`config.mk`:
```
export PLATFORM = sky130hd
export DESIGN_NAME = bus_arbiter_4
export DESIGN_NICKNAME = d
export VERILOG_FILES = /design/src/rtl/bus_arbiter_4.sv
export SDC_FILE = /design/constraint.sdc
export NUM_CORES = 1
export LEC_CHECK = 0
export CAP_MARGIN = 20
export CORE_AREA = 4 4 79 81
export DETAILED_ROUTE_END_ITERATION = 16
export DIE_AREA = 0 0 83 85
export GPL_ROUTABILITY_DRIVEN = 0
export SYNTH_ARGS = -nofsm -noshare
export SYNTH_HDL_FRONTEND = slang
export SYNTH_SLANG_ARGS = --single-unit
export TNS_END_PERCENT = 1
```
`constraint.sdc`:
```
create_clock -name clk -period 4.1 [get_ports clk]
set_input_delay 0.41 -clock clk [delete_from_list [all_inputs] [get_ports clk]]
set_output_delay 0.41 -clock clk [all_outputs]
set_load 0.02 [all_outputs]
```
`src/rtl/bus_arbiter_4.sv`:
```
// Purpose : four-way round-robin bus arbiter with a hold limit and a shared 16-bit data mux.
// Latency : one clk from a request on the arbitration edge to grant/sel/busy; value follows sel/busy combinationally.
// Backpressure: none; the owner keeps the bus while its req stays high, up to HOLD_MAX cycles when others are waiting.
//
// Ports:
//   clk, reset      - rising-edge clock, synchronous active-high reset
//   req[3:0]        - level-sensitive request lines, bit i = requester i
//   A0..A3[15:0]    - data words offered by requesters 0..3
//   grant[3:0]      - registered one-hot grant, zero when idle
//   sel[1:0]        - registered owner index; holds its value through idle periods
//   busy            - registered, high exactly when grant is non-zero
//   value[15:0]     - A[sel] while busy, 16'h0000 otherwise
module bus_arbiter_4 #(
    parameter int HOLD_MAX = 8
) (
    input  logic        clk,
    input  logic        reset,
    input  logic [3:0]  req,
    input  logic [15:0] A0,
    input  logic [15:0] A1,
    input  logic [15:0] A2,
    input  logic [15:0] A3,
    output logic [3:0]  grant,
    output logic [1:0]  sel,
    output logic        busy,
    output logic [15:0] value
);

    typedef enum logic {IDLE = 1'b0, OWNED = 1'b1} state_t;

    localparam logic [7:0] HCNT_LAST = 8'(HOLD_MAX - 1);

    state_t      state_q, state_d;
    logic [3:0]  grant_q, grant_d;
    logic [1:0]  sel_q, sel_d;
    logic        busy_q, busy_d;
    logic [1:0]  last_q, last_d;
    logic [7:0]  hcnt_q, hcnt_d;

    logic [3:0]  others;
    logic [1:0]  win_all;
    logic [1:0]  win_oth;

    // First set bit of r scanning last+1, last+2, last+3, last (mod 4).
    // The result is only meaningful when r is non-zero.
    function automatic logic [1:0] rr_pick(input logic [3:0] r, input logic [1:0] l);
        logic [1:0] idx;
        logic       found;
        rr_pick = 2'd0;
        found   = 1'b0;
        for (int k = 1; k <= 4; k++) begin
            idx = l + 2'(k);
            if (!found && r[idx]) begin
                rr_pick = idx;
                found   = 1'b1;
            end
        end
    endfunction

    // grant_q is the owner's one-hot, so masking with it excludes the owner
    // from the candidates; when idle it masks nothing.
    assign others  = req & ~grant_q;
    assign win_all = rr_pick(req, last_q);
    assign win_oth = rr_pick(others, last_q);

    always_comb begin
        state_d = state_q;
        grant_d = grant_q;
        sel_d   = sel_q;
        busy_d  = busy_q;
        last_d  = last_q;
        hcnt_d  = hcnt_q;
        unique case (state_q)
            IDLE: begin
                if (|req) begin
                    state_d = OWNED;
                    grant_d = 4'b0001 << win_all;
                    sel_d   = win_all;
                    busy_d  = 1'b1;
                    last_d  = win_all;
                    hcnt_d  = 8'd0;
                end
            end
            OWNED: begin
                if (req[sel_q] && hcnt_q < HCNT_LAST) begin
                    hcnt_d = hcnt_q + 8'd1;
                end else if (|others) begin
                    // Either the hold limit expired with someone waiting,
                    // or the owner dropped: hand straight over, no idle gap.
                    grant_d = 4'b0001 << win_oth;
                    sel_d   = win_oth;
                    last_d  = win_oth;
                    hcnt_d  = 8'd0;
                end else if (!req[sel_q]) begin
                    state_d = IDLE;
                    grant_d = 4'b0000;
                    busy_d  = 1'b0;
                end
                // Otherwise the owner keeps the bus and hcnt stays saturated.
            end
            default: state_d = IDLE;
        endcase
    end

    always_ff @(posedge clk) begin
        if (reset) begin
            state_q <= IDLE;
            grant_q <= 4'b0000;
            sel_q   <= 2'b00;
            busy_q  <= 1'b0;
            last_q  <= 2'b11;
            hcnt_q  <= 8'd0;
        end else begin
            state_q <= state_d;
            grant_q <= grant_d;
            sel_q   <= sel_d;
            busy_q  <= busy_d;
            last_q  <= last_d;
            hcnt_q  <= hcnt_d;
        end
    end

    assign grant = grant_q;
    assign sel   = sel_q;
    assign busy  = busy_q;

    always_comb begin
        value = 16'h0000;
        if (busy_q) begin
            unique case (sel_q)
                2'd0: value = A0;
                2'd1: value = A1;
                2'd2: value = A2;
                2'd3: value = A3;
                default: value = 16'h0000;
            endcase
        end
    end

endmodule

```
==> summary.json <==
{
  "worst_setup_path": {
    "reg2reg_slack_ns": 1.55,
    "timing.critical_path.cells": "buf_4, mux4_2, and2_1, clkdlybuf4s50_1",
    "timing.critical_path.max_delay_family": "buffers and inverters",
    "timing.critical_path.fanout_max": 15,
    "critPathSlowestCell": "sky130_fd_sc_hd__mux4_2",
    "timing.critical_path.buf_inv": 2,
    "setup.worst_path.end_class": "primary output",
    "critical_path.max_stage_delay_ns": 0.55,
    "kind_of_start_point_of_the_critical_path": "register",
    "timing.critical_path.required_ns": 3.69,
    "worst_ep_arrival_time_ns": 2.30,
    "setup.worst_path.class": "reg2out"
  },
  "cells_and_area": {
    "antenna_cells": 0,
    "layout-area-overhead-vs-synth_pct": 62.86,
    "layout.filler_cells": 542,
    "multi_input_area_um2": 1167,
    "final_nets": 325,
    "area_used_by_sequential_logic_in_the_layout_um2": 360.3,
    "layoutNonFillerInstCount": 324,
    "drive_above_1_share_pct": 14.29,
    "finalInstanceArea_um2": 2606
  },
  "synth": {
    "async_reset_ff_share_pct": 0,
    "synth.avg_cell_area_um2": 9.699,
    "yosys.cell_types.count": 53,
    "ys.warnings.count": 0,
    "netlist_instances": 165,
    "synth_enable_flop_cells": 0,
    "number_of_storage_elements_in_the_synthesis_netlist": 18,
    "seq_area_frac_synth_pct": 22.52,
    "syn_nets": 236,
    "synth.cell_area_um2": 1600,
    "synth_flop_cell": "sky130_fd_sc_hd__dfxtp_1"
  },
  "routing": {
    "dr.first_iter.drc_count": 41,
    "avgViaCountPerCell": 5.241,
    "drc_errors": 0,
    "drt_wl_total_um": 5500,
    "vias": 1698,
    "ant_nets": 0,
    "drt-wirelength-per-cell_um": 16.98,
    "drt_pre_antenna_iters": 4
  },
  "worst_hold_path": {
    "holdCritPathClass": "reg2reg"
  },
  "clock_tree": {
    "cts-hold-fix-buffers": 0,
    "postCtsResizedCells": 0,
    "clkLatencyLatePin_ns": 0.24,
    "tritoncts.num_buffers": 3,
    "cts.reportedPaths.clkPinSlew_ns": 0.06,
    "cts_buffer_depth": 2,
    "clock_sinks": 18,
    "post-cts-setup-buffers": 0,
    "root_buffer": "sky130_fd_sc_hd__clkbuf_8",
    "h-tree-depth": 1,
    "tritoncts": "done"
  },
  "sta": {
    "clock-skew-final_ns": 0.0008312,
    "worst_slack_ns": 1.393,
    "final_hold_viol_count": 0,
    "final.period_utilization_pct": 66.03,
    "max_freq_mhz": 369.4,
    "slew_viol_final": 0,
    "final.min_clock_period_ns": 2.707,
    "report.final.setup_viol": 0,
    "setup-tns-final_ns": 0,
    "slew_headroom_pct": 43.64,
    "unrepaired_setup_endpoints_after_global_routing": "no",
    "worst-slew-pin-transition_ns": 0.8442
  },
  "global_routing": {
    "global_route_wire_length_before_repair_um": 8963,
    "grt_antenna_before_repair": 0,
    "grt_start_max_net_pins": 20,
    "grt_pass1_vias": 1617,
    "globalRouteTotalUtil_pct": 15.38,
    "grt_overflow_total": 0
  },
  "placement": {
    "placed_cell_area_um2": 2565,
    "placement.setup.worst_slack_ns": 1.543,
    "portBuffers": 92,
    "hpwl_after_dpl_um": 4452,
    "place.detailed.instances": 321
  },
  "pwr": {
    "power.density_nw_per_um2": 269.4,
    "vdd_drop_max_mv": 0.1752,
    "leakagePower_nw": 0.9018,
    "post-layout-total-power_mw": 0.7020
  },
  "die": {
    "num_rows": 27,
    "die_x_um": 83,
    "ios": 93,
    "dieArea_um2": 7055,
    "placeable_area_um2": 5473,
    "die_y_um": 85,
    "starting_density_of_the_core_pct": 29.24
  },
  "job": {
    "cap_violations": 0
  },
  "run_status": {
    "run_status": "completed"
  }
}
-- registers in the layout, summed over array words and instances, names as in the netlist --
| name | count |
|---|---|
| state_q | 1 |
| sel | 2 |
| busy | 1 |
| grant | 4 |
| hcnt_q | 8 |
| last_q | 2 |
-- where the power goes --
part	switching, mW	internal (mW)
clock network	0.0537	0.0651
logic	0.144	0.212
registers	0.0366	0.190
-- tightest hold or removal path, stage by stage, from the launching register on --
cell	delay, ns
sky130_fd_sc_hd__dfxtp_1	0.31
sky130_fd_sc_hd__inv_1	0.05
sky130_fd_sc_hd__nor2_1	0.03
-- synth_stat cells, types with 2 or more instances --
cell	n	share of area [%]
sky130_fd_sc_hd__nor2_1	12	2.8
sky130_fd_sc_hd__buf_4	2	0.94
sky130_fd_sc_hd__nor4_1	3	1.2
sky130_fd_sc_hd__nand3_1	2	0.63
sky130_fd_sc_hd__a211o_2	2	1.3
sky130_fd_sc_hd__a31oi_1	3	1.2
sky130_fd_sc_hd__clkbuf_1	4	0.94
sky130_fd_sc_hd__nand3b_1	3	1.4
sky130_fd_sc_hd__a21oi_1	10	3.1
sky130_fd_sc_hd__and2_2	2	0.94
sky130_fd_sc_hd__and2_1	18	7.0
sky130_fd_sc_hd__and2b_2	3	1.6
sky130_fd_sc_hd__inv_1	5	1.2
sky130_fd_sc_hd__a41oi_1	2	1.1
sky130_fd_sc_hd__nand2b_1	5	2.0
sky130_fd_sc_hd__o21ai_0	4	1.3
sky130_fd_sc_hd__a21boi_0	2	0.94
sky130_fd_sc_hd__or2b_2	2	1.1
sky130_fd_sc_hd__nand4_1	2	0.78
sky130_fd_sc_hd__a211oi_1	3	1.4
sky130_fd_sc_hd__mux4_2	16	23
sky130_fd_sc_hd__nand2_1	6	1.4
sky130_fd_sc_hd__dfxtp_1	18	23
sky130_fd_sc_hd__a311oi_1	3	1.6
sky130_fd_sc_hd__buf_2	2	0.63
sky130_fd_sc_hd__nor2b_1	4	1.6
-- routing by layer --
metal / vias to the layer above / share of wire [%] / GRT usage (%) / wire, um
met5: - / 0 / 0 / 0
met4: 0 / 0.20 / 0.8915 / 11
met3: 2 / 6.8 / 3.981 / 374
met2: 82 / 44 / 24.64 / 2447
met1: 801 / 48 / 21.87 / 2666
li1: 813 / - / - / -
-- cell usage in the layout, fill, tap and decap left out, types with 4 or more instances in the layout --
cell | netlist | routed
sky130_fd_sc_hd__mux4_2 | 16 | 16
sky130_fd_sc_hd__o21ai_0 | 4 | 4
sky130_fd_sc_hd__nor2b_1 | 4 | 4
sky130_fd_sc_hd__and2_1 | 18 | 18
sky130_fd_sc_hd__dfxtp_1 | 18 | 18
sky130_fd_sc_hd__nor2_1 | 12 | 12
sky130_fd_sc_hd__a21oi_1 | 10 | 10
sky130_fd_sc_hd__inv_1 | 5 | 5
sky130_fd_sc_hd__clkdlybuf4s50_1 | 0 | 92
sky130_fd_sc_hd__nand2_1 | 6 | 6
sky130_fd_sc_hd__nand2b_1 | 5 | 5
-- cell type report --
class	instances	share of cell area, %
well taps	72	3.457
inverters	5	0.7201
repair buffers	93	35.62
flip-flops and latches	18	13.83
clock buffers	3	1.584
multi-input cells	133	44.79
-- final timing paths --
| kind | start | to | cells after the start |
|---|---|---|---|
| min | hcnt_q[7] | hcnt_q[7] | 2 |
| min reg2reg | hcnt_q[7] | hcnt_q[7] | 2 |
| max reg2reg | sel[1] | last_q[1] | 5 |
| max | sel[0] | value[3] | 4 |
-- logic make-up (layout without fill, tap and decap cells) --
logic type | Yosys count | count (layout) | synth area share, %
AO/OA/AOI/OAI | 42 | 42 | 19.94
XOR/XNOR | 1 | 1 | 0.5474
adder cells (fa/ha/maj) | 1 | 1 | 0.7817
buffers and inverters | 14 | 101 | 4.534
flip-flops | 18 | 18 | 22.52
multiplexers | 18 | 18 | 24.79
AND/OR/NAND/NOR | 71 | 71 | 26.90
-- through the flow --
step	utilization, %	hold WS (ns)
6_report	47.62	0.4311
5_1_grt	47.62	0.4586
4_1_cts	47.62	0.4321
3_5_place_dp	46.87	0.4220
3_3_place_gp	46.87	0.4175
2_1_floorplan	-	0.4081
Power figures use the tool's default switching activity.
